[src/rtl/sine_mux_ctrl_pkg.sv]
// Shared constants and types for the time-multiplexed sine channel controller.
// The pending-config struct is sized for the largest supported build (16 channels, 32-bit phase).
package sine_mux_ctrl_pkg;

    localparam int DEF_NCH         = 4;
    localparam int DEF_SINEROMSIZE = 256;
    localparam int DEF_PHASEW      = 24;

    localparam int CFG_CH_MAXW   = 4;
    localparam int CFG_STEP_MAXW = 32;

    typedef struct packed {
        logic [CFG_CH_MAXW-1:0]   ch;
        logic [CFG_STEP_MAXW-1:0] step;
        logic                     phase_clr;
    } pend_cfg_t;

endpackage

[src/rtl/sine_mux_ctrl_phase_acc.sv]
// Per-channel phase accumulators with step registers; one channel advances per issue slot.
// A load replaces the step of one channel and may zero its phase, overriding that edge's advance.
module sine_phase_acc
    import sine_mux_ctrl_pkg::*;
#(
    parameter  int NCH    = DEF_NCH,
    parameter  int PHASEW = DEF_PHASEW,
    localparam int CW     = $clog2(NCH)
) (
    input  logic              clk,
    input  logic              rst,
    input  logic              i_adv,
    input  logic [CW-1:0]     i_sel,
    input  logic              i_load,
    input  logic [CW-1:0]     i_load_ch,
    input  logic [PHASEW-1:0] i_load_step,
    input  logic              i_load_clr,
    output logic [PHASEW-1:0] o_phase
);

    logic [PHASEW-1:0] r_step  [NCH];
    logic [PHASEW-1:0] r_phase [NCH];

    // step/phase registers: the advancing slot always uses the step held before this edge
    always_ff @(posedge clk) begin
        if (rst) begin
            for (int c = 0; c < NCH; c++) begin
                r_step[c]  <= '0;
                r_phase[c] <= '0;
            end
        end else begin
            for (int c = 0; c < NCH; c++) begin
                if (i_load && (i_load_ch == CW'(c))) begin
                    r_step[c] <= i_load_step;
                end
                if (i_load && i_load_clr && (i_load_ch == CW'(c))) begin
                    r_phase[c] <= '0;
                end else if (i_adv && (i_sel == CW'(c))) begin
                    r_phase[c] <= r_phase[c] + r_step[c];
                end
            end
        end
    end

    assign o_phase = r_phase[i_sel];

endmodule

[src/rtl/sine_mux_ctrl.sv]
// NCH sine channels share one registered sineROM: one slot per enabled cycle, samples two cycles later.
// Configuration is staged in a single pending register and applied at the frame boundary (slot 0).
module sine_mux_ctrl
    import sine_mux_ctrl_pkg::*;
#(
    parameter  int NCH         = DEF_NCH,
    parameter  int SINEROMSIZE = DEF_SINEROMSIZE,
    parameter  int PHASEW      = DEF_PHASEW,
    localparam int CW          = $clog2(NCH),
    localparam int AW          = $clog2(SINEROMSIZE)
) (
    input  logic              clk,
    input  logic              rst,
    input  logic              enable,
    input  logic              cfg_valid,
    output logic              cfg_ready,
    input  logic [CW-1:0]     cfg_ch,
    input  logic [PHASEW-1:0] cfg_step,
    input  logic              cfg_phase_clr,
    output logic [AW-1:0]     rom_address,
    input  logic [15:0]       rom_svalue,
    output logic              sample_valid,
    output logic [CW-1:0]     sample_ch,
    output logic [15:0]       sample_value,
    output logic              frame_done
);

    logic [CW-1:0]     r_ch_cnt;
    logic [AW-1:0]     r_addr_hold;
    logic              r_pend_vld;
    pend_cfg_t         r_pend;
    logic              r_v1;
    logic [CW-1:0]     r_ch1;
    logic              r_sample_valid;
    logic [CW-1:0]     r_sample_ch;
    logic [15:0]       r_sample_value;
    logic              r_frame_done;

    logic [PHASEW-1:0] w_phase;
    logic [AW-1:0]     w_issue_addr;
    logic              w_apply;
    logic              w_capture;
    logic              w_unused_pend;

    assign w_issue_addr = w_phase[PHASEW-1 -: AW];
    assign w_apply      = r_pend_vld && (r_ch_cnt == '0);
    assign w_capture    = cfg_valid && !r_pend_vld;
    // Upper struct bits beyond this build's widths are carried but never consumed.
    assign w_unused_pend = ^r_pend;

    sine_phase_acc #(
        .NCH    (NCH),
        .PHASEW (PHASEW)
    ) u_phase_acc (
        .clk         (clk),
        .rst         (rst),
        .i_adv       (enable),
        .i_sel       (r_ch_cnt),
        .i_load      (w_apply),
        .i_load_ch   (r_pend.ch[CW-1:0]),
        .i_load_step (r_pend.step[PHASEW-1:0]),
        .i_load_clr  (r_pend.phase_clr),
        .o_phase     (w_phase)
    );

    // slot counter wraps naturally because NCH is a power of two
    always_ff @(posedge clk) begin
        if (rst) begin
            r_ch_cnt <= '0;
        end else if (enable) begin
            r_ch_cnt <= r_ch_cnt + CW'(1);
        end
    end

    // last issued address, presented while issuing is paused
    always_ff @(posedge clk) begin
        if (rst) begin
            r_addr_hold <= '0;
        end else if (enable) begin
            r_addr_hold <= w_issue_addr;
        end
    end

    // pending-config capture and release at the frame boundary
    always_ff @(posedge clk) begin
        if (rst) begin
            r_pend_vld <= 1'b0;
            r_pend     <= '0;
        end else if (w_apply) begin
            r_pend_vld <= 1'b0;
        end else if (w_capture) begin
            r_pend_vld       <= 1'b1;
            r_pend.ch        <= CFG_CH_MAXW'(cfg_ch);
            r_pend.step      <= CFG_STEP_MAXW'(cfg_step);
            r_pend.phase_clr <= cfg_phase_clr;
        end
    end

    // two-stage sample pipeline matching the ROM's one-cycle read latency
    always_ff @(posedge clk) begin
        if (rst) begin
            r_v1           <= 1'b0;
            r_ch1          <= '0;
            r_sample_valid <= 1'b0;
            r_sample_ch    <= '0;
            r_sample_value <= 16'd0;
            r_frame_done   <= 1'b0;
        end else begin
            r_v1           <= enable;
            r_ch1          <= r_ch_cnt;
            r_sample_valid <= r_v1;
            r_frame_done   <= r_v1 && (r_ch1 == CW'(NCH - 1));
            if (r_v1) begin
                r_sample_ch    <= r_ch1;
                r_sample_value <= rom_svalue;
            end
        end
    end

    // ROM address follows the issuing channel's phase combinationally
    always_comb begin
        rom_address = r_addr_hold;
        if (enable) begin
            rom_address = w_issue_addr;
        end else begin
            rom_address = r_addr_hold;
        end
    end

    assign cfg_ready    = !r_pend_vld;
    assign sample_valid = r_sample_valid;
    assign sample_ch    = r_sample_ch;
    assign sample_value = r_sample_value;
    assign frame_done   = r_frame_done;

endmodule

[config.mk]
export PLATFORM = sky130hd
export DESIGN_NAME = sine_mux_ctrl
export DESIGN_NICKNAME = d
export VERILOG_FILES = /design/src/rtl/sine_mux_ctrl_pkg.sv /design/src/rtl/sine_mux_ctrl_phase_acc.sv /design/src/rtl/sine_mux_ctrl.sv
export SDC_FILE = /design/constraint.sdc
export NUM_CORES = 1
export LEC_CHECK = 0
export BUFFER_PORTS_ARGS = -buffer_cell sky130_fd_sc_hd__buf_2
export CORE_UTILIZATION = 50
export CTS_CLUSTER_DIAMETER = 40
export DETAILED_ROUTE_END_ITERATION = 10
export PLACE_DENSITY = 0.67
export SLEW_MARGIN = 20
export SYNTH_ARGS = -nofsm -noshare
export SYNTH_HDL_FRONTEND = slang
export SYNTH_HIERARCHICAL = 1
export SYNTH_SLANG_ARGS = --single-unit
[constraint.sdc]
create_clock -name clk -period 3.5 [get_ports clk]
set_clock_uncertainty 0.1 [all_clocks]
set_input_delay 0.7 -clock clk [delete_from_list [all_inputs] [get_ports clk]]
set_output_delay 0.7 -clock clk [all_outputs]
set_load 0.01 [all_outputs]
# Yosys cells after proc, flatten, opt, wreduce, memory -nomap -nowiden
# Memories as Yosys holds them, arrays and structs flattened. A register that Yosys moved wholly into a read port is not among the register bits.
# Cells that the tools add are included.
[totals] regBits=61 mem_bits_rw=192 input_bits=47 n_memories=2
[classes] add_sub_neg=5 n_eq_ne=7 mux=57 n_bitwise=13 reduce_logical=21
[mem_list] memory="u_phase_acc.r_phase" depth=4 width=24 read_ports=5 rd_clocked_by_memory_dff=1 wr=4 line_no="sine_mux_ctrl_phase_acc.sv:22" rtl="logic [PHASEW-1:0] r_phase [NCH];"
[mem_list] memory="u_phase_acc.r_step" depth=4 width=24 read_ports=4 rd_clocked_by_memory_dff=0 wr=4 line_no="sine_mux_ctrl_phase_acc.sv:21" rtl="logic [PHASEW-1:0] r_step [NCH];"
[ops] cell="$mux 24" count=12
[ops] cell="$add 24x24->24" count=4
[ops] cell="$mux 1" count=42
[ops] cell="$logic_and 1x1->1" count=16
[ops] cell="$or 1x1->1" count=12
[ops] cell="$eq 2x2->1 const B" count=5
[ops] cell="$mux 8" count=1
[ops] cell="$eq 2x1->1 const B" count=2
[ops] cell="$logic_not 2->1" count=2
[ops] cell="$mux 2" count=2
[ops] cell="$add 2x1->2 const B" count=1
[ops] cell="$reduce_and 2->1" count=1
[ops] cell="$reduce_or 2->1" count=1
[ops] cell="$logic_not 1->1" count=1
[ops] cell="$not 1->1" count=1

# Longest topological paths before layout
# Gate-level depths: netlist of run 1.
[logic_depth] depth_word=9 mapped_depth=9

# Cells and area by module
# Netlist of run 1, hierarchy kept.
[modules_own_cells] module="sine_phase_acc" instances=1 cells_each=1137 area_per_inst_um2=12456.9
[modules_own_cells] module="sine_mux_ctrl" instances=1 cells_each=232 area_per_inst_um2=2518.7

# Least setup slack after synthesis of run 1
# OpenSTA, ideal clock, no wires.
[synth_timing] path_kind="reg2reg" startpoint="reg r_pend_vld" endpoint="mem u_phase_acc/r_step[1][0] in the netlist's numbering (enable)" setup_time_ps=438 arrival_ps=2600 t_required_ps=2962 setup_slack_ps=361 path_stages_with_launch=5 path_cell_list="dfxtp_1 clkbuf_1 and2_1 nand2_1 o21ai_0"
[synth_rtl] item="start, declared" line_no="sine_mux_ctrl.sv:30" rtl="logic r_pend_vld;"
[synth_rtl] item="start signal, assigned" line_no="sine_mux_ctrl.sv:87" rtl="r_pend_vld <= 1'b0;"
[synth_rtl] item="start signal, assigned" line_no="sine_mux_ctrl.sv:90" rtl="r_pend_vld <= 1'b0;"
[synth_rtl] item="start signal, assigned" line_no="sine_mux_ctrl.sv:92" rtl="r_pend_vld <= 1'b1;"
[synth_rtl] item="end, declared" line_no="sine_mux_ctrl_phase_acc.sv:21"

==> results of run 1 <==
power breakdown:
| group | internal [mW] | leakage (nW) | switching (mW) | total [mW] |
|---|---|---|---|---|
| combinational | 0.509 | 3.70 | 0.705 | 1.21 |
| clock | 2.40 | 0.632 | 1.43 | 3.83 |
| sequential | 3.42 | 2.50 | 0.157 | 3.58 |
critical path, cell delays in order, from the launching register on:
cell and delay (ns):
edfxtp_1 0.36, ha_1 0.23, fa_1 0.42, a21oi_2 0.18
o221ai_2 0.16, o311a_1 0.36, o41a_1 0.42, a211oi_2 0.24
xor2_1 0.19, nor2_1 0.06
placed cells by master, fill, tap and decap left out, types with 10 or more instances in the layout:
| master | n |
|---|---|
| clkbuf_16 | 39 |
| nand3_1 | 33 |
| o21ai_0 | 50 |
| nand2b_1 | 36 |
| mux2i_1 | 24 |
| nand2_1 | 61 |
| a211oi_1 | 12 |
| nor3_1 | 24 |
| a21o_1 | 45 |
| o21ai_2 | 22 |
| xor2_1 | 32 |
| inv_1 | 26 |
| and3_1 | 37 |
| a31oi_1 | 13 |
| nor2_1 | 124 |
| a21oi_1 | 82 |
| xnor2_1 | 38 |
| and2_1 | 82 |
| dfxtp_1 | 61 |
| edfxtp_1 | 192 |
| nor2b_1 | 21 |
| nand4bb_1 | 27 |
| o211ai_1 | 10 |
| nand4_1 | 12 |
| buf_2 | 75 |
| o21a_1 | 11 |
| buf_4 | 22 |
| ha_1 | 93 |
area by class of cell:
class,instances,area (µm²),area share
clock buffer,45,1008,0.06087
clock inverter,23,272.8,0.01646
inverter,26,97.59,0.005891
multi-input combinational,1006,7181,0.4334
sequential,253,6987,0.4217
tap,384,480.5,0.02900
timing repair buffer,97,540.5,0.03263
flip-flops by register name (all words and copies together) (netlist names):
signal               cells
u_phase_acc/r_step      96
r_v1                     1
r_addr_hold              8
u_phase_acc/r_phase     96
r_ch_cnt                 2
r_ch1                    2
sample_value            16
r_pend_vld               1
sample_valid             1
frame_done               1
r_pend                  27
sample_ch                2
worst paths after layout:
kind                             from                    endpoint  slack [ns]  cells after the start
max          u_phase_acc/r_step[3][0]  u_phase_acc/r_phase[3][20]        0.52                      9
min                    rom_svalue[10]            sample_value[10]        0.31                      3
max reg2reg  u_phase_acc/r_step[3][0]  u_phase_acc/r_phase[3][20]        0.52                      9
min reg2reg              sample_ch[1]                sample_ch[1]        0.39                      2
stage by stage:
stage               cell area (µm²)  std cells  hold WS [ns]  power, mW
floorplan                     14610       1351        0.3371      4.515
global placement              15290       1766        0.3603      4.818
detailed placement            15290       1766        0.3780      4.837
CTS                           16570       1834        0.2956      8.678
global route                  16570       1834        0.3147      8.960
finish                        16570       1834        0.3054      8.620
metal layers:
metal,vias up,track usage,part of all wire,routed length [µm]
met5,-,0,0,0
met4,0,0.08186,0.030,1030
met3,69,0.04420,0.072,2507
met2,338,0.3616,0.44,15170
met1,5020,0.3304,0.46,16110
li1,5158,-,-,-
==> summary.txt, run 1 <==
Run status
  • Status: finished, final reports clean

STA
  • Final min period: 2.983 ns
  • Final hold vios: 0
  • Highest clock rate: 335.2 MHz
  • Slew Limit Fails: 0
  • RSZ-0062 raised after global routing: false
  • Total Neg Setup Slack: 0 ns
  • Fin crit share: 0.8524
  • Setup-failing EPs final: 0
  • Worst-margin pin slew: 1.087 ns
  • Final WS setup: 0.5165 ns
  • Worst slew margin: 0.2742

Routing
  • DR iter-0 viols: 566
  • Antenna viol nets, final: 0
  • DRT Pass-1 Iters: 5
  • Residual DRC: 0
  • Post-Route WL: 34.83 mm
  • Via density: 5.772
  • Vias: 10590
  • DR WL/cell: 18.99 µm

Clocking
  • Post_cts resized: 0
  • Postcts setup bufs: 0
  • H-tree Lvls: 2
  • TritonCTS Buffers: 38
  • CTS max path bufs: 3
  • Number of hold buffers added after cts: 0
  • Num Clock Sinks: 253
  • Clock Latency Late Sink: 0.53 ns
  • Root Buffer Master: clkbuf_16
  • Clk slew on worst S/H paths: 0.06 ns
  • CTS tree: yes

Critical path
  • Crit Path Class: reg2reg
  • Crit end category: flip-flop
  • Crit-path max FO: 4
  • CP Data Required Time: 3.67 ns
  • Worst EP arrival: 3.15 ns
  • Startpoint types: flip-flop

Global route
  • Vias in the first global route: 10160
  • GRT Residual Overflow: 0
  • Global-route wire length before repair: 54.68 mm
  • Largest net degree at the start of global routing: 82
  • Antenna violations before repair: 3
  • GRT Total Usage: 0.2343

Floorplan
  • Die width: 172.9 µm
  • I/O Pins: 76
  • Cell row count: 62
  • Initial Util: 0.5089
  • Core area: 28700 µm²
  • Die height: 172.9 µm
  • Die Footprint: 29900 µm²

Logic synthesis
  • Mapped cell area: 14610 µm²
  • Syn Area/Cell: 10.81 µm²
  • Syn nets: 1495
  • Synth warn: 6
  • Cells after synthesis: 1351

Finish
  • Final Util: 0.5772
  • Synth-to-Final Area Change: 13.42%
  • Share of cells above drive strength 1: 0.1538
  • Final #Nets: 1566
  • Number of diodes: 0
  • Number of fill cells: 2492

Placed design
  • Count of input and output buffers: 75
  • Final GP Congestion: 0.8760
  • Pre-CTS setup slack: 0.5402 ns
  • HPWL after DPL: 24.06 mm

Pwr
  • VDD IR max: 0.3338 mV
  • P per Cell Area: 520.3 nW/µm²
  • Lkg Pwr: 6.832 nW

Run
  • Max-cap viol count: 0

Worst hold path
  • Hold crit path type: in2reg
Power figures use the tool's default switching activity.
==> inputs of run 2 (changes only) <==
CORE_ASPECT_RATIO = 0.6   (was not set)
CTS_CLUSTER_DIAMETER = not set   (was 40)
==> run 2 against run 1 <==
Compared with the run above:
- combinational power rose by 3%
- clock power shrank 22%
- critical path depth did not move
- register-to-register slack worse by 0.03 ns
- non-clock buffer count increased by 3
- via count up 1.1%
- sequential power about the same
- sequential share of layout area rose by 0.91 points
- clock-buffer cell count shrank 8
- cell count fell by 1.4%
- worst hold slack lost 0.015 ns
==> summary.txt, run 2 (synthesis results as in run 1) <==
Worst hold path
  • Hold crit path type: in2reg

Run status
  • Status: finished, final reports clean

Floorplan
  • Die height: 134.4 µm
  • Cell row count: 48
  • Core area: 28710 µm²
  • Die Footprint: 29920 µm²
  • I/O Pins: 76
  • Die width: 222.7 µm
  • Initial Util: 0.5088

Clocking
  • TritonCTS Buffers: 26
  • Post_cts resized: 0
  • Clock Latency Late Sink: 0.55 ns
  • H-tree Lvls: 1
  • Number of hold buffers added after cts: 0
  • CTS tree: yes
  • Root Buffer Master: clkbuf_16
  • Num Clock Sinks: 253
  • Postcts setup bufs: 0
  • Clk slew on worst S/H paths: 0.06 ns
  • CTS max path bufs: 3

STA
  • WHS: 0.2904 ns
  • Total Neg Setup Slack: 0 ns
  • Slew Limit Fails: 0
  • Final WS setup: 0.4876 ns
  • Fin crit share: 0.8607
  • RSZ-0062 raised after global routing: false
  • Worst-margin pin slew: 1.032 ns
  • Final hold vios: 0
  • Setup-failing EPs final: 0
  • Highest clock rate: 332.0 MHz
  • Worst slew margin: 0.3108
  • Final min period: 3.012 ns

Routing
  • Residual DRC: 0
  • Via density: 5.919
  • DRT Pass-1 Iters: 5
  • Post-Route WL: 36.61 mm
  • DR iter-0 viols: 1191
  • Vias: 10700
  • Antenna viol nets, final: 0
  • DR WL/cell: 20.25 µm

Finish
  • Commonest non-fill, non-tap cell in the layout: edfxtp_1
  • Multi-input gate area: 7181 µm²
  • Final #Nets: 1557
  • Synth-to-Final Area Change: 11.02%
  • Final Cell Area: 16220 µm²
  • Share of cells above drive strength 1: 0.1431
  • Area occupied by registers: 6987 µm²
  • Number of fill cells: 2433
  • Commonest non-fill, non-tap cells in the layout: edfxtp_1, nor2_1, ha_1
  • Biggest regs: u_phase_acc/r_phase (96), u_phase_acc/r_step (96), r_pend (27)
  • Number of diodes: 0

Pwr
  • Lkg Pwr: 6.660 nW
  • Pwr Total: 7.817 mW
  • P per Cell Area: 482.0 nW/µm²
  • VDD IR max: 0.2840 mV

Global route
  • GRT Residual Overflow: 0
  • Global-route wire length before repair: 55.86 mm
  • Vias in the first global route: 9579
  • Largest net degree at the start of global routing: 55
  • GRT Total Usage: 0.2434
  • Antenna violations before repair: 6

Placed design
  • HPWL after DPL: 25.97 mm
  • Count of input and output buffers: 75
  • Post-DP Area: 15300 µm²
  • Final GP Congestion: 0.9346
  • Pre-CTS setup slack: 0.5029 ns

Critical path
  • Crit-path max FO: 4
  • Slowest-stage cell, CP: fa_1
  • CP bufs+invs: 0
  • Crit path max-delay family: compound AO/OA/AOI/OAI gates
  • Critical Path Max Stage Delay: 0.42 ns
  • Crit Path Class: reg2reg
  • Critical-path cell list: ha_1 > fa_1 > a21oi_2 > o221ai_2 > o311a_1 > o41a_1 > a221oi_2 > xor2_1 > nor2_1
  • Worst EP arrival: 3.20 ns
  • CP Data Required Time: 3.68 ns
  • Crit end category: flip-flop
  • Startpoint types: flip-flop

Run
  • Max-cap viol count: 0
## run 2: changes by cell type in the layout (fill, tap and decap cells not counted)
cell / delta
clkinv_1: -1
inv_4: -1
clkbuf_8: +1
inv_6: -4
inv_8: -4
buf_4: +3
clkinv_4: -3
clkbuf_16: -11
clkbuf_1: +2
clkinvlp_4: +1
## run 2: per-stage QoR
stage,utilization,cells
floorplan,-,1351
global placement,0.5329,1760
detailed placement,0.5329,1760
CTS,0.5649,1808
global route,0.5649,1808
finish,0.5649,1808
## run 2: path summary, 6_finish.rpt
path	slack, ns	endpoint	depth (start not counted)	start
setup / recovery	0.49	u_phase_acc/r_phase[3][16]	9	u_phase_acc/r_step[3][0]
hold reg to reg	0.37	frame_done	2	r_ch1[1]
hold / removal	0.29	sample_value[6]	3	rom_svalue[6]
setup reg to reg	0.49	u_phase_acc/r_phase[3][16]	9	u_phase_acc/r_step[3][0]
## run 2: tightest hold or removal path: cells and delay by family
| family | cells | cell delay [ns] |
|---|---|---|
| and+or+nand+nor | 1 | 0.07 |
| buffers and inverters | 1 | 0.07 |
| muxes | 1 | 0.05 |
## run 2: report_power, final
group / internal, mW / switching [mW]
clock: 1.80 / 1.18
sequential: 3.42 / 0.165
combinational: 0.512 / 0.737
total: 5.73 / 2.08
## run 2: routing by layer
metal / global-route usage / share of wire / vias up
met1: 0.3999 / 0.50 / 5116
met2: 0.3240 / 0.39 / 420
met4: 0.04291 / 0.016 / 2
met5: 0 / 0.00036 / -
met3: 0.04797 / 0.089 / 41
li1: - / - / 5122
## run 2: final cells by class
class / instances / share of cell area
Clock buffer: 37 / 0.04653
Clock inverter: 11 / 0.01011
Inverter: 26 / 0.006019
Multi-Input combinational cell: 1006 / 0.4428
Sequential cell: 253 / 0.4309
Tap cell: 375 / 0.02894
Timing Repair Buffer: 100 / 0.03472
